$ cat src/rtl/seq_integer_divider.sv
// Sequential restoring divider: one quotient bit per clock, MSB first.
// Define INTDIV_SIGNED_EN for two's-complement operands (magnitudes divided, signs fixed on entry to DONE).
module seq_integer_divider #(
  parameter int M = 8,
  parameter int N = 4
) (
  input  logic         clk,
  input  logic         rst,
  input  logic         start,
  input  logic [M-1:0] dividend,
  input  logic [N-1:0] divisor,
  output logic         busy,
  output logic         done,
  output logic [M-1:0] quotient,
  output logic [N-1:0] remainder,
  output logic         div_by_zero
);

  localparam logic [1:0] IDLE = 2'd0;
  localparam logic [1:0] RUN  = 2'd1;
  localparam logic [1:0] DONE = 2'd2;
  localparam int CW = $clog2(M + 1);

`ifdef INTDIV_SIGNED_EN
  function automatic logic [M-1:0] abs_m(input logic [M-1:0] v);
    return v[M-1] ? -v : v;
  endfunction

  function automatic logic [N-1:0] abs_n(input logic [N-1:0] v);
    return v[N-1] ? -v : v;
  endfunction

  function automatic logic [M-1:0] sgn_m(input logic [M-1:0] v, input logic neg);
    return neg ? -v : v;
  endfunction

  function automatic logic [N-1:0] sgn_n(input logic [N-1:0] v, input logic neg);
    return neg ? -v : v;
  endfunction

  logic negq_q, negq_d, negr_q, negr_d;
`endif

  logic [1:0]    state_q, state_d;
  logic [CW-1:0] cnt_q, cnt_d;
  logic [N:0]    part_q, part_d;
  logic [M-1:0]  dvd_q, dvd_d;
  logic [N-1:0]  dvs_q, dvs_d;
  logic          zdiv_q, zdiv_d;
  logic [M-1:0]  quot_q, quot_d;
  logic [N-1:0]  rem_q, rem_d;
  logic          dbz_q, dbz_d;

  logic [N+1:0]  sh;
  logic          ge;
  logic [N:0]    part_nx;
  logic [M-1:0]  dvd_nx;

  // One restoring step; dvd_q shifts dividend bits out and quotient bits in.
  always_comb begin
    sh      = {part_q, dvd_q[M-1]};
    ge      = (sh >= {2'b00, dvs_q});
    part_nx = ge ? (N+1)'(sh - {2'b00, dvs_q}) : (N+1)'(sh);
    dvd_nx  = {dvd_q[M-2:0], ge};
  end

  always_comb begin
    state_d = state_q;
    cnt_d   = cnt_q;
    part_d  = part_q;
    dvd_d   = dvd_q;
    dvs_d   = dvs_q;
    zdiv_d  = zdiv_q;
    quot_d  = quot_q;
    rem_d   = rem_q;
    dbz_d   = dbz_q;
`ifdef INTDIV_SIGNED_EN
    negq_d  = negq_q;
    negr_d  = negr_q;
`endif
    case (state_q)
      IDLE: begin
        if (start) begin
          state_d = RUN;
          part_d  = '0;
          zdiv_d  = (divisor == '0);
`ifdef INTDIV_SIGNED_EN
          dvd_d  = abs_m(dividend);
          dvs_d  = abs_n(divisor);
          negq_d = dividend[M-1] ^ divisor[N-1];
          negr_d = dividend[M-1];
`else
          dvd_d  = dividend;
          dvs_d  = divisor;
`endif
          // A zero divisor spends a single idle slot so results land through the same DONE entry.
          if (divisor == '0) begin
            dvd_d = dividend;
            cnt_d = CW'(1);
          end else begin
            cnt_d = CW'(M);
          end
        end
      end
      RUN: begin
        cnt_d = cnt_q - CW'(1);
        if (!zdiv_q) begin
          part_d = part_nx;
          dvd_d  = dvd_nx;
        end
        if (cnt_q == CW'(1)) begin
          state_d = DONE;
          dbz_d   = zdiv_q;
          if (zdiv_q) begin
            quot_d = '1;
            rem_d  = dvd_q[N-1:0];
          end else begin
`ifdef INTDIV_SIGNED_EN
            quot_d = sgn_m(dvd_nx, negq_q);
            rem_d  = sgn_n(part_nx[N-1:0], negr_q);
`else
            quot_d = dvd_nx;
            rem_d  = part_nx[N-1:0];
`endif
          end
        end
      end
      DONE:    state_d = IDLE;
      default: state_d = IDLE;
    endcase
  end

  always_ff @(posedge clk or posedge rst) begin
    if (rst) begin
      state_q <= IDLE;
      cnt_q   <= '0;
      part_q  <= '0;
      dvd_q   <= '0;
      dvs_q   <= '0;
      zdiv_q  <= 1'b0;
      quot_q  <= '0;
      rem_q   <= '0;
      dbz_q   <= 1'b0;
`ifdef INTDIV_SIGNED_EN
      negq_q  <= 1'b0;
      negr_q  <= 1'b0;
`endif
    end else begin
      state_q <= state_d;
      cnt_q   <= cnt_d;
      part_q  <= part_d;
      dvd_q   <= dvd_d;
      dvs_q   <= dvs_d;
      zdiv_q  <= zdiv_d;
      quot_q  <= quot_d;
      rem_q   <= rem_d;
      dbz_q   <= dbz_d;
`ifdef INTDIV_SIGNED_EN
      negq_q  <= negq_d;
      negr_q  <= negr_d;
`endif
    end
  end

  assign busy        = (state_q == RUN) || (state_q == DONE);
  assign done        = (state_q == DONE);
  assign quotient    = quot_q;
  assign remainder   = rem_q;
  assign div_by_zero = dbz_q;

endmodule
$ cat config.mk
export PLATFORM = sky130hd
export DESIGN_NAME = seq_integer_divider
export DESIGN_NICKNAME = d
export VERILOG_FILES = /design/src/rtl/seq_integer_divider.sv
export SDC_FILE = /design/constraint.sdc
export NUM_CORES = 1
export LEC_CHECK = 0
export ABC_AREA = 1
export CORE_MARGIN = 2
export CORE_UTILIZATION = 55
export CTS_BUF_LIST = sky130_fd_sc_hd__clkbuf_8
export CTS_CLUSTER_SIZE = 8
export DETAILED_ROUTE_END_ITERATION = 12
export GPL_TIMING_DRIVEN = 0
export PLACE_DENSITY_LB_ADDON = 0.05
export SLEW_MARGIN = 40
export SYNTH_ARGS = -nofsm -noshare
export SYNTH_HDL_FRONTEND = slang
export SYNTH_SLANG_ARGS = --single-unit
$ cat constraint.sdc
create_clock -name clk -period 3.2 [get_ports clk]
set_input_delay 0.48 -clock clk [delete_from_list [all_inputs] [get_ports clk]]
set_output_delay 0.48 -clock clk [all_outputs]
set_load 0.02 [all_outputs]
Yosys cells after proc, flatten, opt, wreduce, memory -nomap -nowiden --
Cells that the tools add are included.
Cells by class: $add $sub $neg 2, magnitude comparators 1, equality and inequality tests 6, multiplexer cells 15, reductions and logical operators 9
Operators by type and width (number):
- $mux W8 | 3
- $pmux W8 S2 | 1
- $mux W5 | 3
- $mux W4 | 3
- $pmux W5 S2 | 1
- $pmux W4 S2 | 1
- $reduce_and A2 Y1 | 4
- $ge A6 B4 Y1 | 1
- $ne A2 B2 Y1 const B | 3
- $sub A5 B4 Y5 | 1
- $eq A4 B1 Y1 const B | 1
- $logic_not A4 Y1 | 1
- $mux W2 | 2
- $pmux W2 S2 | 1
- $sub A4 B1 Y4 const B | 1
- $reduce_and A3 Y1 | 1
- $eq A2 B1 Y1 const B | 1
- $eq A2 B2 Y1 const B | 1
- $logic_not A2 Y1 | 1
- $reduce_bool A2 Y1 | 1
- $logic_or A1 B1 Y1 | 1
Storage, ports and cells: flip-flop bits (word level) 37, input bits 15, output and inout bits 15, logic and storage cells 42

Depth between registers and ports, before layout --
Gate-level depths: netlist of the first run.
depth in word-level cells 4, depth in mapped cells 12, mapped depth without buffers 12

Worst setup path after synthesis of the first run --
OpenSTA, ideal clock, no wires.
path type register -> register, from register dvd_q[7], to register part_q[2], data arrival time 1.619 ns, path slack 1.507 ns, stages on the path, launching flop included 11, buffers on the path 0, path through dfrtp_1 > inv_1 > ha_1 > inv_1 > fa_1 > inv_1 > nor2_2 > nor2_4 > nand3_1 > and2_1 > o21ai_2
Between the ends: word-level cells in the longest chain between the ends 4, elaborated cells between the ends (all ways) 5
Ends and longest elaborated chain:
- start, declared | line 47 | logic [M-1:0] dvd_q, dvd_d;
- start signal, assigned | line 152 | dvd_q <= dvd_d;
- $sub A5 B4 Y5 or $ge A6 B4 Y1 (tied branches) | line 63, 62
- $mux W5 (*) | line 63 | part_nx = ge ? (N+1)'(sh - {2'b00, dvs_q}) : (N+1)'(sh);
- $mux W5 (*) | line 107 | if (!zdiv_q) begin
- $pmux W5 S2 (*) | line 81 | case (state_q)
- end signal, assigned | line 151 | part_q <= part_d;
- end, declared | line 46 | logic [N:0] part_q, part_d;
Mark *: on every way between the ends. The rest lies on a longest branch, timed or not. The select of a mux whose other input is x is not followed. A chain may end at the register's enable or synchronous reset.

Worst setup path in the final report of the first run --
from register state_q[1], to output port busy
Between the ends: word-level cells in the longest chain between the ends 2, elaborated cells between the ends (all ways) 3
Ends and longest elaborated chain:
- start, declared | line 44 | logic [1:0] state_q, state_d;
- start signal, assigned | line 149 | state_q <= state_d;
- $eq A2 B1 Y1 or $eq A2 B2 Y1 (tied branches) | line 165 | assign busy = (state_q == RUN) || (state_q == DONE);
- $logic_or A1 B1 Y1 (*) | line 165
- end, declared | line 12 | output logic busy,
Mark *: on every way between the ends. The rest lies on a longest branch, timed or not.

==> results.toml, run 1 <==
[worst_setup_path]
cpPeakStageDelay_ns = 0.59
cp.arrival_ns = 1.59
crit_type = "register to output port"
end_kind = "output port"
crit_required_ns = 2.72
timing.rr.end = "part_q[3]"
ff2ff_setup_slack_ns = 1.26
path_cells = "inv_1 > ha_1 > clkdlybuf4s50_1"
cp-start-kind = "register"
cp_max_fo = 3
critPathSlowestCell = "clkdlybuf4s50_1"
rr_startpoint = "dvd_q[7]"
crit_buf_inv = 2
reg2regPathDepth = 12
critPathTopFamily = "buffers and inverters"

[detailed_routing]
drt_drc_violations_left = 0
wire_per_inst_um = 12.9
routed_wl_mm = 3.94
drt_iter0_markers = 113
avgViaCountPerCell = 5.21
dr.pass1.iters = 4
num_vias = 1595
ant_nets = 0

[cts]
holdBufCountCts = 0
cts_tree = "yes"
h-tree-depth = 2
ctsResizeCount = 0
numCtsBuffers = 5
insertion_delay_ns = 0.29
cts-root-buf = "clkbuf_8"
path_clk_slew_ns = 0.08
postCtsSetupRepairBufs = 0
clockBufferDepth = 2
numClockSinks = 37

[synthesis]
ys_seq_area_share_pct = 46.7
synth_top_area_share_pct = 46.7
ys_types = 33
synth_edf_count = 0
synthTopCellsByCount = "55 x nand2_1, 37 x dfrtp_1, 31 x inv_1, 12 x nand3_1, 10 x o21ai_0"
yosysTopAreaCell = "dfrtp_1"
syn_area_per_cell_sq_um = 8.89
yosysMostFrequentCell = "nand2_1"
synth_area_sq_um = 1980
synth_ff_type = "dfrtp_1"
synthCells = 223
synth-async-reset-ratio_pct = 100
yosysWarnings = 0
synth_nets = 248
yosys-top-cells-area = "dfrtp_1 47%, nand2_1 10%, inv_1 5.9%"
synth.ff_latch_count = 37

[timing]
tightestPinTransition_ns = 0.618
fin_crit_ns = 2.07
finalCritPeriodShare_pct = 64.7
fin_skew_ns = 0.00824
fmax_mhz = 483
fin_hold_ws_ns = 0.485
setup_violations = 0
rsz0062_at_grt = "false"
hold_viol = 0
slew_viol_final = 0
slew_headroom_pct = 58.8
finalSetupTns_ns = 0

[floorplan]
rows = 21
io_pins = 30
die-area_sq_um = 4100
die_h_um = 64.0
core-area_sq_um = 3390
start_util_pct = 58.5
die_w_um = 64.0

[grt]
antenna_found_initial = 0
grt_pass1_vias = 1609
grt_pass1_wl_mm = 7.00
track_usage_pct = 22.4
grt_overflow = 0
grt_max_degree = 38

[flow_run]
maxCapViolations = 0

[placed_design]
io_buffers = 29
placed_cell_area_sq_um = 2330
hpwlAfterDp_mm = 2.87
routabilityCongestion = 0.875

[power]
p_total_mw = 2.73
cellPowerDensity_nw_per_um2 = 1110
peakVddDrop_v = 0.000587
power_leakage_nw = 1.19

[cells_and_area]
fill_cells = 247
drive_gt1_share_pct = 12.7
final_area_sq_um = 2450
final_util_pct = 72.3
diodes = 0
nets = 284
area_growth_pct = 23.7

[hold_path]
whs_path_depth = 2
min_from = "remainder[0]"
holdPathEnd = "remainder[0]"
hp-class = "register to register"

[outcome]
outcome = "finished clean"
==> stage by stage <==
step | std cells | worst slack [ns]
global route | 306 | 1.07
global placement | 298 | 1.08
finish | 306 | 1.13
floorplan | 223 | 1.51
detailed placement | 298 | 1.31
CTS | 306 | 1.10
==> metal layers <==
metal | vias up | wire length (um) | track usage (%)
met5 | - | 0 | 0
met4 | 0 | 48 | 7.34
met3 | 6 | 134 | 5.63
met2 | 28 | 1980 | 38.0
met1 | 762 | 1770 | 27.8
li1 | 799 | - | -
==> final cells by class <==
cell class | count | area, sq um | share of cell area (%)
tap | 46 | 57.6 | 2.35
inverter | 34 | 134 | 5.46
buffer | 6 | 37.5 | 1.53
multi-input combinational | 146 | 886 | 36.1
sequential | 37 | 926 | 37.8
clock inverter | 2 | 37.5 | 1.53
timing repair buffer | 29 | 290 | 11.8
clock buffer | 6 | 82.6 | 3.37
==> kinds of logic (layout without fill, tap and decap cells) <==
kind of cell | Yosys count | count (layout) | synth area share (%)
xor+xnor | 2 | 2 | 0.884
compound gates | 51 | 51 | 17.6
flops | 37 | 37 | 46.7
buf+inv | 40 | 77 | 8.59
simple gates | 83 | 83 | 19.6
fa+ha+maj | 10 | 10 | 6.69
==> sequential cells by signal, summed over array words and instances (netlist names) <==
signal / flops
dvs_q: 4
state_q: 2
zdiv_q: 1
quotient: 8
cnt_q: 4
dvd_q: 8
part_q: 5
remainder: 4
div_by_zero: 1
==> worst max-delay path by stage <==
stage | to | slack [ns] | startpoint | cells after the start
finish | busy | 1.13 | state_q[1] | 3
global route | busy | 1.07 | state_q[1] | 3
CTS | busy | 1.10 | state_q[1] | 3
detailed placement | remainder[3] | 1.31 | dvd_q[7] | 12
global placement | remainder[3] | 1.08 | rst | 2
floorplan | part_q[2] | 1.51 | dvd_q[7] | 10
==> worst register-to-register path, stage by stage (launching register included) <==
cell and delay, ns:
dfrtp_1 0.38, inv_1 0.08, ha_1 0.15, inv_1 0.06, fa_1 0.39, inv_1 0.08
nor2_2 0.05, nor2_4 0.20, nand2_4 0.11, nand3_1 0.11, nand2_1 0.07, nand2_1 0.08
nand2_1 0.06
==> report_power, final <==
part           internal (mW)  total, mW  switching, mW
registers              0.669      0.766         0.0971
logic                  0.620       1.54          0.918
clock network          0.253      0.421          0.168
==> placed cells by master, fill, tap and decap left out, types with 7 or more instances in the layout <==
cell,n
o21ai_0,10
a21oi_1,9
dfrtp_1,37
nand2_1,55
a2bb2oi_1,7
clkdlybuf4s50_1,29
inv_1,30
nand3_1,12
o21ai_1,9
ha_1,9
Power figures use the tool's default switching activity.
==> run 2, diff against run 1 <==
CORE_UTILIZATION = 50   (was 55)
clock period = 1.7 ns   (was 3.2 ns; I/O delays follow)
==> results.toml, run 2 (same netlist as run 1, synthesis figures left out) <==
[outcome]
outcome = "finished with violations"
violations = "setup timing"

[power]
p_clk_share_pct = 11.4
power_leakage_nw = 1.27
p_sw_mw = 2.40
seq_power_share_pct = 26.9
p_comb_share_pct = 61.7
cellPowerDensity_nw_per_um2 = 2100
p_total_mw = 5.42
intPower_mw = 3.02
peakVddDrop_v = 0.00109
switching_share_pct = 44.3

[timing]
tightestPinTransition_ns = 0.362
finalCritPeriodShare_pct = 106
hold_viol = 0
slew_headroom_pct = 75.8
fin_skew_ns = 0.00386
setup_violations = 11
slew_viol_final = 0
fmax_mhz = 553
rsz0062_at_grt = "true"
fin_crit_ns = 1.81
setup_ws_ns = -0.107

[cells_and_area]
final_cell_mix = "51 x nand2_1, 37 x dfrtp_1, 28 x inv_1"
nets = 294
final_common_cell = "nand2_1"
diodes = 0
final_area_sq_um = 2580
drive_gt1_share_pct = 21.6
area_growth_pct = 30.0

[placed_design]
routabilityCongestion = 0.793
io_buffers = 29
placed_cell_area_sq_um = 2360
hpwlAfterDp_mm = 2.95

[worst_setup_path]
path_cells = "inv_2 > ha_4 > inv_2 > fa_2 > inv_2 > nor2_2 > nor2_4 > nand2_4 > nand2_2 > and2_4 > o21ai_1"
critPathSlowestCell = "dfrtp_1"
crit_buf_inv = 3
cp-start-kind = "register"
end_kind = "register"
rr_startpoint = "dvd_q[7]"
worst_path_most_repeated_cell = "inv_2"
crit_required_ns = 1.88
timing.rr.end = "part_q[1]"
reg2regPathDepth = 11
ff2ff_setup_slack_ns = -0.11
cpPeakStageDelay_ns = 0.40
critPathTopFamily = "simple AND/OR/NAND/NOR gates"
crit_type = "register to register"
cp_max_fo = 6
cp.arrival_ns = 1.99

[floorplan]
die_w_um = 67.0
rows = 22
start_util_pct = 52.9
io_pins = 30
die-area_sq_um = 4480
core-area_sq_um = 3740
die_h_um = 67.0

[cts]
numCtsBuffers = 5
path_clk_slew_ns = 0.07
clockBufferDepth = 2
numClockSinks = 37
cts-root-buf = "clkbuf_8"
h-tree-depth = 2
cts_tree = "yes"
insertion_delay_ns = 0.29

[detailed_routing]
drt_drc_violations_left = 0
dr.pass1.iters = 4
drt_iter0_markers = 109
avgViaCountPerCell = 5.17
num_vias = 1639
routed_wl_mm = 4.24
ant_nets = 0
wire_per_inst_um = 13.4

[grt]
grt_max_degree = 24
grt_overflow = 0
track_usage_pct = 21.8
busiest_layer = "met2"
grt_pass1_vias = 1610
grtUsageMet3_pct = 5.74
antenna_found_initial = 0
grt_use_met2_pct = 35.8
grt_pass1_wl_mm = 7.25
use_met1_pct = 28.3

[flow_run]
maxCapViolations = 0

[hold_path]
hp-class = "input pin to asynchronous set/reset pin"
[run 2: cell types whose count changed in the layout (fill, tap and decap cells not counted), moves of 4 or more]
cell | before | now
nand3_2 | 1 | 5
nand2_2 | 0 | 4
nand2_1 | 55 | 51
inv_2 | 1 | 5
nand3_1 | 12 | 7
buf_4 | 1 | 10
[run 2: routing by layer]
metal | wire length, um | vias to the layer above
li1 | - | 818
met1 | 2010 | 788
met2 | 2050 | 26
met3 | 133 | 7
met4 | 48 | 0
met5 | 0 | -
[run 2: worst max-delay path by stage]
| stage | from | endpoint | slack, ns | cells after the start |
|---|---|---|---|---|
| floorplan | dvd_q[7] | part_q[2] | 0.007 | 10 |
| global placement | rst | remainder[1] | -0.24 | 2 |
| detailed placement | dvd_q[7] | remainder[3] | -0.17 | 12 |
| CTS | dvd_q[7] | part_q[2] | -0.09 | 11 |
| global route | dvd_q[7] | part_q[1] | -0.19 | 10 |
| finish | dvd_q[7] | part_q[1] | -0.11 | 11 |
[run 2: final cells by class]
type	count	area [sq um]
sequential	37	926
fill	311	1170
buffer	6	37.5
tap	48	60.1
multi-input combinational	146	951
inverter	34	133
timing repair buffer	39	383
clock inverter	1	3.75
clock buffer	6	82.6
[run 2: timing repair]
item                                    4_1_cts  5_1_grt
pin swaps                                     5        6
buffers inserted                              4        5
resized for setup                            14        8
endpoints found under the setup margin       13       19
hold buffers                                  0        0
[run 2: power groups by stage]
stage	Clock (mW)	Sequential, mW	Combinational [mW]
floorplan	0	1.59	1.97
global placement	0	1.45	2.82
detailed placement	0	1.46	2.86
CTS	0.629	1.46	3.08
global route	0.667	1.49	3.72
finish	0.620	1.46	3.34
[run 2: per-stage QoR]
step                      cells  util [%]  hold slack, ns  TNS [ns]  worst slack (ns)
final                       317      68.8           0.249    -0.836            -0.107
after global routing        317      68.8           0.299     -1.76            -0.191
after CTS                   312      67.0           0.267    -0.756           -0.0940
after detailed placement    301      63.0           0.467     -1.42            -0.166
after global placement      300      62.3           0.465    -10.00            -0.235
after floorplan             223         -           0.399         0           0.00672
[run 2: worst reg2reg max path, delay by kind of cell (launching register included)]
kind,cells,cell delay [ns]
flops,1,0.40
buf+inv,3,0.18
compound gates,1,0.05
fa+ha+maj,2,0.46
simple gates,5,0.60
